$ cat src/rtl/gpio_pkg.sv
// Shared constants and types for the GPIO 7-segment scan path.
// Segment patterns are active-low with bit7 = a down to bit0 = dp.
package gpio_pkg;

    localparam logic [7:0] SEG_OFF = 8'hFF;
    localparam logic [7:0] AN_OFF  = 8'hFF;

    typedef enum logic [0:0] {
        BLANK = 1'b0,
        ON    = 1'b1
    } scan_state_e;

    localparam int unsigned SEG_BIT_A  = 7;
    localparam int unsigned SEG_BIT_B  = 6;
    localparam int unsigned SEG_BIT_C  = 5;
    localparam int unsigned SEG_BIT_D  = 4;
    localparam int unsigned SEG_BIT_E  = 3;
    localparam int unsigned SEG_BIT_F  = 2;
    localparam int unsigned SEG_BIT_G  = 1;
    localparam int unsigned SEG_BIT_DP = 0;

endpackage

$ cat src/rtl/gpio_scan_timer.sv
// Blank/on sequencer for the multiplexed display: digit index, phase counter and frame-load strobe.
// Exports next-state values so the top can register its outputs on the same edge as the state change.
// With GPIO_SEG_SCAN_DIM_EN it also exports the BLANK->ON entry strobe used to restart the PWM.
module gpio_scan_timer
    import gpio_pkg::*;
#(
    parameter int NUM_DIGITS   = 8,
    parameter int DIGIT_CYCLES = 1024,
    parameter int BLANK_CYCLES = 64
) (
    input  logic       clock,
    input  logic       reset,
    input  logic       enable,
    output logic [0:0] state_d,
    output logic [2:0] idx_d,
`ifdef GPIO_SEG_SCAN_DIM_EN
    output logic       on_start,
`endif
    output logic       load
);

    localparam int MAX_CYCLES = (DIGIT_CYCLES > BLANK_CYCLES) ? DIGIT_CYCLES : BLANK_CYCLES;
    localparam int CW         = $clog2(MAX_CYCLES + 1);

    localparam logic [0:0]    ST_BLANK   = BLANK;
    localparam logic [0:0]    ST_ON      = ON;
    localparam logic [CW-1:0] BLANK_LAST = CW'(BLANK_CYCLES - 1);
    localparam logic [CW-1:0] DIGIT_LAST = CW'(DIGIT_CYCLES - 1);
    localparam logic [2:0]    IDX_LAST   = 3'(NUM_DIGITS - 1);

    logic [0:0]    state_q;
    logic [2:0]    idx_q;
    logic [CW-1:0] cnt_q;
    logic [CW-1:0] cnt_d;
    logic          enter_on;

    // Dropping enable parks the scan exactly where reset leaves it.
    always_comb begin
        state_d  = state_q;
        idx_d    = idx_q;
        cnt_d    = cnt_q + CW'(1);
        enter_on = 1'b0;
        load     = 1'b0;
        if (!enable) begin
            state_d = ST_BLANK;
            idx_d   = 3'd0;
            cnt_d   = '0;
        end else if (state_q == ST_BLANK) begin
            if (cnt_q == BLANK_LAST) begin
                state_d  = ST_ON;
                cnt_d    = '0;
                enter_on = 1'b1;
                load     = (idx_q == 3'd0);
            end
        end else begin
            if (cnt_q == DIGIT_LAST) begin
                state_d = ST_BLANK;
                cnt_d   = '0;
                idx_d   = (idx_q == IDX_LAST) ? 3'd0 : idx_q + 3'd1;
            end
        end
    end

`ifdef GPIO_SEG_SCAN_DIM_EN
    assign on_start = enter_on;
`endif

    always_ff @(posedge clock) begin
        if (reset) begin
            state_q <= ST_BLANK;
            idx_q   <= 3'd0;
            cnt_q   <= '0;
        end else begin
            state_q <= state_d;
            idx_q   <= idx_d;
            cnt_q   <= cnt_d;
        end
    end

endmodule

$ cat src/rtl/gpio_seg_scan.sv
// Common-anode 7-segment scanner: per-frame pattern snapshot, blanking gaps, registered outputs.
// Define GPIO_SEG_SCAN_DIM_EN to add the 4-bit dim input and per-digit PWM brightness.
module gpio_seg_scan
    import gpio_pkg::*;
#(
    parameter int NUM_DIGITS   = 8,
    parameter int DIGIT_CYCLES = 1024,
    parameter int BLANK_CYCLES = 64
) (
    input  logic       clock,
    input  logic       reset,
    input  logic       enable,
    input  logic [7:0] seg_0,
    input  logic [7:0] seg_1,
    input  logic [7:0] seg_2,
    input  logic [7:0] seg_3,
    input  logic [7:0] seg_4,
    input  logic [7:0] seg_5,
    input  logic [7:0] seg_6,
    input  logic [7:0] seg_7,
`ifdef GPIO_SEG_SCAN_DIM_EN
    input  logic [3:0] dim,
`endif
    output logic [7:0] seg_out,
    output logic [7:0] an_n,
    output logic       frame_tick
);

    logic [0:0] state_d;
    logic [2:0] idx_d;
    logic       load;

    logic [7:0] shadow_q [8];
    logic [7:0] shadow_d [8];
    logic [7:0] seg_out_q, seg_out_d;
    logic [7:0] an_n_q, an_n_d;
    logic       frame_tick_q, frame_tick_d;
    logic       lit;

`ifdef GPIO_SEG_SCAN_DIM_EN
    logic       on_start;
    logic [3:0] pwm_q, pwm_d;
`endif

    gpio_scan_timer #(
        .NUM_DIGITS  (NUM_DIGITS),
        .DIGIT_CYCLES(DIGIT_CYCLES),
        .BLANK_CYCLES(BLANK_CYCLES)
    ) u_timer (
        .clock   (clock),
        .reset   (reset),
        .enable  (enable),
        .state_d (state_d),
        .idx_d   (idx_d),
`ifdef GPIO_SEG_SCAN_DIM_EN
        .on_start(on_start),
`endif
        .load    (load)
    );

    // Outputs are computed from next-state values so they flip on the same edge as the FSM.
    always_comb begin
        shadow_d = shadow_q;
        if (load) begin
            shadow_d[0] = seg_0;
            shadow_d[1] = seg_1;
            shadow_d[2] = seg_2;
            shadow_d[3] = seg_3;
            shadow_d[4] = seg_4;
            shadow_d[5] = seg_5;
            shadow_d[6] = seg_6;
            shadow_d[7] = seg_7;
        end
`ifdef GPIO_SEG_SCAN_DIM_EN
        pwm_d = on_start ? 4'd0 : pwm_q + 4'd1;
        lit   = (state_d == ON) && (pwm_d <= dim);
`else
        lit   = (state_d == ON);
`endif
        seg_out_d    = SEG_OFF;
        an_n_d       = AN_OFF;
        frame_tick_d = load;
        if (lit) begin
            an_n_d    = ~(8'b1 << idx_d);
            seg_out_d = shadow_d[idx_d];
        end
    end

    always_ff @(posedge clock) begin
        if (reset) begin
            shadow_q     <= '{default: SEG_OFF};
            seg_out_q    <= SEG_OFF;
            an_n_q       <= AN_OFF;
            frame_tick_q <= 1'b0;
        end else begin
            shadow_q     <= shadow_d;
            seg_out_q    <= seg_out_d;
            an_n_q       <= an_n_d;
            frame_tick_q <= frame_tick_d;
        end
    end

`ifdef GPIO_SEG_SCAN_DIM_EN
    always_ff @(posedge clock) begin
        if (reset) begin
            pwm_q <= 4'd0;
        end else begin
            pwm_q <= pwm_d;
        end
    end
`endif

    assign seg_out    = seg_out_q;
    assign an_n       = an_n_q;
    assign frame_tick = frame_tick_q;

endmodule

$ cat config.mk
export PLATFORM = sky130hd
export DESIGN_NAME = gpio_seg_scan
export DESIGN_NICKNAME = d
export VERILOG_FILES = /design/src/rtl/gpio_pkg.sv /design/src/rtl/gpio_scan_timer.sv /design/src/rtl/gpio_seg_scan.sv
export SDC_FILE = /design/constraint.sdc
export NUM_CORES = 1
export LEC_CHECK = 0
export ABC_CLOCK_PERIOD_IN_PS = 2800
export BUFFER_PORTS_ARGS = -buffer_cell sky130_fd_sc_hd__buf_4
export CAP_MARGIN = 20
export CORE_ASPECT_RATIO = 1.25
export CORE_UTILIZATION = 35
export CTS_CLUSTER_SIZE = 28
export DETAILED_ROUTE_END_ITERATION = 12
export GPL_ROUTABILITY_DRIVEN = 0
export HOLD_SLACK_MARGIN = 0.05
export SETUP_SLACK_MARGIN = 0.1
export SLEW_MARGIN = 20
export SYNTH_ARGS = -nofsm -noshare
export SYNTH_HDL_FRONTEND = slang
export SYNTH_HIERARCHICAL = 1
export SYNTH_SLANG_ARGS = --single-unit
$ cat constraint.sdc
create_clock -name clock -period 2.8 [get_ports clock]
set_input_delay 0.56 -clock clock [delete_from_list [all_inputs] [get_ports clock]]
set_output_delay 0.56 -clock clock [all_outputs]
set_load 0.005 [all_outputs]
# Word-level counts from Yosys, hierarchy flattened

Cells that the tools add are included.

Register bits: 96
Input bits: 67
Output and inout port bits: 17

Add/sub/neg operators: 2
Order comparisons: 1
Equality and inequality tests: 3
Shifts and indexed selects: 1
Multiplexer cells: 18
Bitwise operators: 4
Reductions and logical operators: 3

Operators with widths:

| kind                                                                    | count |
|---|---|
| 64-bit 2-to-1 mux                                                       | 1 |
| 11-bit 2-to-1 mux                                                       | 3 |
| 8-bit binary-select mux with 3-bit select                               | 1 |
| 8-bit 2-to-1 mux                                                        | 2 |
| 3-bit 2-to-1 mux                                                        | 4 |
| 11-bit by 1-bit adder with 11-bit output, second input constant         | 1 |
| 11-bit by 10-bit equality test with 1-bit output, second input constant | 1 |
| 11-bit by 6-bit equality test with 1-bit output, second input constant  | 1 |
| 8-bit inverter                                                          | 1 |
| 1-bit by 3-bit left shift with 8-bit output, first input constant       | 1 |
| 1-bit 2-to-1 mux                                                        | 7 |
| 4-bit >= comparator, second input constant                              | 1 |
| 3-bit inverter with 4-bit output                                        | 1 |
| 2-bit OR reduction                                                      | 2 |
| 3-bit by 1-bit adder with 3-bit output, second input constant           | 1 |
| 3-bit equality test, second input constant                              | 1 |
| 3-bit zero test                                                         | 1 |
| 1-bit inverter                                                          | 2 |

# Depth between registers and ports, before layout

Word-level depth: 9
Mapped depth: 11
Depth with buffers taken out: 9

# Hierarchy

The synthesis kept the hierarchy.

By module, submodules not included:

| module          | instances | cells an instance | area an instance (µm²) |
|---|---|---|---|
| gpio_seg_scan   | 1         | 322               | 3,789.9 |
| gpio_scan_timer | 1         | 81                | 749.5 |

# Least setup slack after synthesis

Ideal clock, no wire load.

Path kind: register to register
Start: register u_timer.cnt_q[0]
End: register seg_out_q[4], in the netlist seg_out[4]
Arrival time: 2.315 ns
Required time: 2.665 ns
Path slack: 0.350 ns
Stages on the path, launching flop included: 10
Buffers on the path: 2
Period minus slack after synthesis: 2.450 ns
Path through: dfxtp_1 -> ha_1 -> and3_1 -> nand4_2 -> nor4_1 -> buf_6 -> buf_8 -> mux4_2 -> mux2i_1 -> a22oi_1

Cells in the longest elaborated chain, start to end: 8
Elaborated cells between the ends (all ways): 19
Those cells by class: eq/ne: 2; mux: 14; bitwise: 2; reduce/logical: 1

Ends and longest elaborated chain:

| element                                              | RTL line              | source |
|---|---|---|
| start: declaration                                   | gpio_scan_timer.sv:33 | `logic [CW-1:0] cnt_q;` |
| start signal: assignment                             | gpio_scan_timer.sv:76 | `cnt_q <= cnt_d;` |
| 11-bit by 6-bit equality test with 1-bit output      | gpio_scan_timer.sv:49 | `if (cnt_q == BLANK_LAST) begin` |
| 1-bit 2-to-1 mux                                     | gpio_scan_timer.sv:49 |  |
| 1-bit 2-to-1 mux                                     | gpio_scan_timer.sv:48 | `end else if (state_q == ST_BLANK) begin` |
| 1-bit 2-to-1 mux                                     | gpio_scan_timer.sv:44 | `if (!enable) begin` |
| via frame_tick_d                                     | gpio_seg_scan.sv:37   | `logic frame_tick_q, frame_tick_d;` |
| 64-bit 2-to-1 mux                                    | gpio_seg_scan.sv:64   | `if (load) begin` |
| 8-bit binary-select mux with 3-bit select            | gpio_seg_scan.sv:85   | `seg_out_d = shadow_d[idx_d];` |
| 8-bit 2-to-1 mux (not written as such) (2 in series) | gpio_seg_scan.sv:85   |  |
| end signal: assignment                               | gpio_seg_scan.sv:97   | `seg_out_q <= seg_out_d;` |
| end: declaration                                     | gpio_seg_scan.sv:35   | `logic [7:0] seg_out_q, seg_out_d;` |

The timed path passes the listed nets, and every way through them passes these cells. The select of a mux whose other input is x is not followed.
A chain may end at the register's enable or synchronous reset.

# Worst setup path in the final report

Start: register u_timer.cnt_q[0]
End: register seg_out_q[1], in the netlist seg_out[1]

The elaborated chain is that of the path after synthesis.

==> flow_summary.yaml <==
logic_synthesis:
  synth.most_common_cell: "dfxtp_1"
  synth_top_area_cell: "dfxtp_1"
  synth_edf_count: 0
  syn_inst: 403
  syn-num-nets: 474
  synthArstFlopShare_pct: 0
  seq_area_frac_synth_pct: 42.3
  yosys-top-cells-count: "96 x dfxtp_1, 71 x nor2b_1, 64 x a211o_1, 29 x mux4_2, 20 x mux2i_1"
  ys_ff_latch: 96
  yosysUniqueCellTypes: 40
  synth_ff_type: "dfxtp_1"
  ys_warn_count: 6
  yosys.area.top_type_share_pct: 42.3
  postSynthAreaPerCell_sq_um: 11.3
  netlist_area_sq_mm: 0.00454
  synth.area.top_cells: "dfxtp_1 42%, mux4_2 14%, a211o_1 12%, nor2b_1 9.8%, mux2i_1 4.4%"
grt:
  grt_overflow: 0
  antenna_found_initial: 0
  track_usage_pct: 16.8
  grt_pass1_vias: 3382
  grt_max_degree: 71
  grt_pass1_wl_um: 17400
die:
  io_pins: 84
  rows: 46
  core_sq_mm: 0.0127
  dieArea_sq_mm: 0.0134
  initial_utilization_pct: 35.8
  die_x_um: 104
  die_h_um: 129
place:
  port_buffers: 83
  place_area_sq_mm: 0.00540
  post-dp-hpwl_um: 7710
cts:
  root_buffer: "clkbuf_16"
  clk-insertion-delay-late_ns: 0.34
  ctsHoldBuffers: 0
  numClockSinks: 96
  clk_path_buf_depth: 2
  clkTransAtPathRegs_ns: 0.07
  cts_htree_levels: 3
  cts_tree: "yes"
  cts_inserted_buffers: 9
sta:
  fmax_ghz: 0.395
  finalCriticalPeriod_ns: 2.53
  rsz0062_at_grt: "false"
  hold_viol_final: 0
  period_share_pct: 90.3
  fin_worst_skew_ns: 0.00652
  max-slew-margin-rel_pct: 46.9
  setup_tns_ns: 0
  drv_slew: 0
  worst_pin_slew_ns: 0.796
  setup_viol: 0
final_layout:
  postLayoutCellArea_sq_mm: 0.00589
  antenna_cells: 0
  ff_latch_area_sq_mm: 0.00192
  multi_input_area_sq_mm: 0.00247
  area_growth_pct: 29.7
  final_core_util_pct: 46.5
  drive_above_1_share_pct: 34.3
  fill_cells: 1189
  num-nets-final: 562
detailed_routing:
  ant_nets: 0
  drt_first_pass_iters: 4
  vias: 3472
  drt_iter0_drc: 135
  wl_per_cell_um: 16.8
  wirelength_um: 11200
  avgViaCountPerCell: 5.23
  route.detailed.drc: 0
critical_path:
  worst_setup_path_startpoint: "u_timer/cnt_q[0]"
  cp_slowest_stage_delay_ns: 0.52
  cp_max_fo: 15
  r2r-start: "u_timer/cnt_q[0]"
  crit_slowest_cell: "mux4_2"
  path_cells: "ha_2 > and3_4 > nand4_2 > nor4_4 > buf_6 > buf_16 > mux4_2 > mux2i_2 > a22oi_1"
  crit_required_ns: 3.02
  path_class: "flop to flop"
  startpoint_type: "flop"
  arrival_ns: 2.75
  end_kind: "flop"
power_and_ir_drop:
  peakVddDrop_mv: 0.255
  total_leakage_power_nw: 2.05
  power_density_mw_per_mm2: 469
min_path:
  worstHoldStart: "seg_5[0]"
  hp-class: "primary input to flop"
run_status:
  status: "complete, no violations"
job:
  timing.max_cap.violations: 0
[cells by family after synthesis]
logic type                 count (synthesis)  share of synthesized area [%]
muxes                                     49                           18.8
buffers and inverters                     37                           4.24
xor gates and xnor gates                   8                           1.54
AOI/OAI and AO/OA                         85                           15.8
DFF                                       96                           42.3
and+or+nand+nor                          124                           16.1
adders and majority gates                  4                           1.10
[path summary, 6_finish.rpt]
| path | end | slack (ns) | cells past startpoint |
|---|---|---|---|
| worst min-delay path | shadow_q[16] | 0.43 | 2 |
| worst min register to register | u_timer/cnt_q[0] | 0.47 | 1 |
| worst max register to register | seg_out[1] | 0.27 | 9 |
| worst max-delay path | seg_out[1] | 0.27 | 9 |
[flip-flops by register name, summed over array words and instances, names as in the netlist]
name	count
an_n	8
frame_tick	1
seg_out	8
shadow_q	64
u_timer/cnt_q	11
u_timer/idx_q	3
u_timer/state_q	1
[report_power, final]
part | leakage (nW) | switching, mW | internal [mW]
Sequential | 0.777 | 0.00130 | 1.37
Clock | 0.147 | 0.549 | 0.726
Combinational | 1.13 | 0.0578 | 0.0643
Total | 2.05 | 0.608 | 2.16
[worst max-delay path, delay by kind of cell, from the launching register on]
| family | cells | cell delay (ns) |
|---|---|---|
| multiplexers | 2 | 0.73 |
| AND/OR/NAND/NOR | 3 | 0.56 |
| buffers and inverters | 2 | 0.39 |
| flip-flops | 1 | 0.38 |
| adder cells (fa/ha/maj) | 1 | 0.22 |
| AO/OA/AOI/OAI | 1 | 0.11 |
[final cells by class]
class	count	share of cell area (%)
Clock buffer	11	4.12
Inverter	3	0.191
Tap cell	168	3.57
Timing Repair Buffer	111	16.4
Clock inverter	5	1.08
Sequential cell	96	32.6
Multi-Input combinational cell	270	42.0
[through the flow]
step                      cells  setup WS (ns)  hold slack, ns  power [mW]
after floorplan             403          0.350           0.430        1.42
after global placement      641         0.0332           0.444        1.52
after detailed placement    641         0.0333           0.455        1.52
after CTS                   662         0.0797           0.418        2.79
after global routing        664         0.0884           0.413        2.87
final                       664          0.271           0.426        2.76
[cell usage in the layout (no fill, tap or decap), drive strengths merged, types with 4 or more instances in the layout]
master / count
dfxtp: 96
nor2: 19
nor2b: 71
ha: 4
buf: 109
clkbuf: 12
inv: 5
a22oi: 5
mux2i: 20
o21ai: 4
xnor2: 5
a211o: 64
nand2: 8
mux4: 29
nand3: 6
[what timing repair did]
action                                 in CTS  in global routing
endpoints found under the hold margin       0                  0
setup endpoints to repair                   7                  9
gates resized for setup                     3                 10
cloned                                      1                  1
pin swaps                                   0                  2
buffers inserted                            4                  1
[routing by layer]
layer	global-route usage (%)	share of wire, %	vias up	routed length, um
met2	31.1	53	72	5960
met4	5.46	1.5	0	167
met1	19.1	42	1718	4640
met3	4.02	3.5	8	393
li1	-	-	1674	-
met5	0	0	-	0
Note: power is estimated with default switching activity, not from simulation.
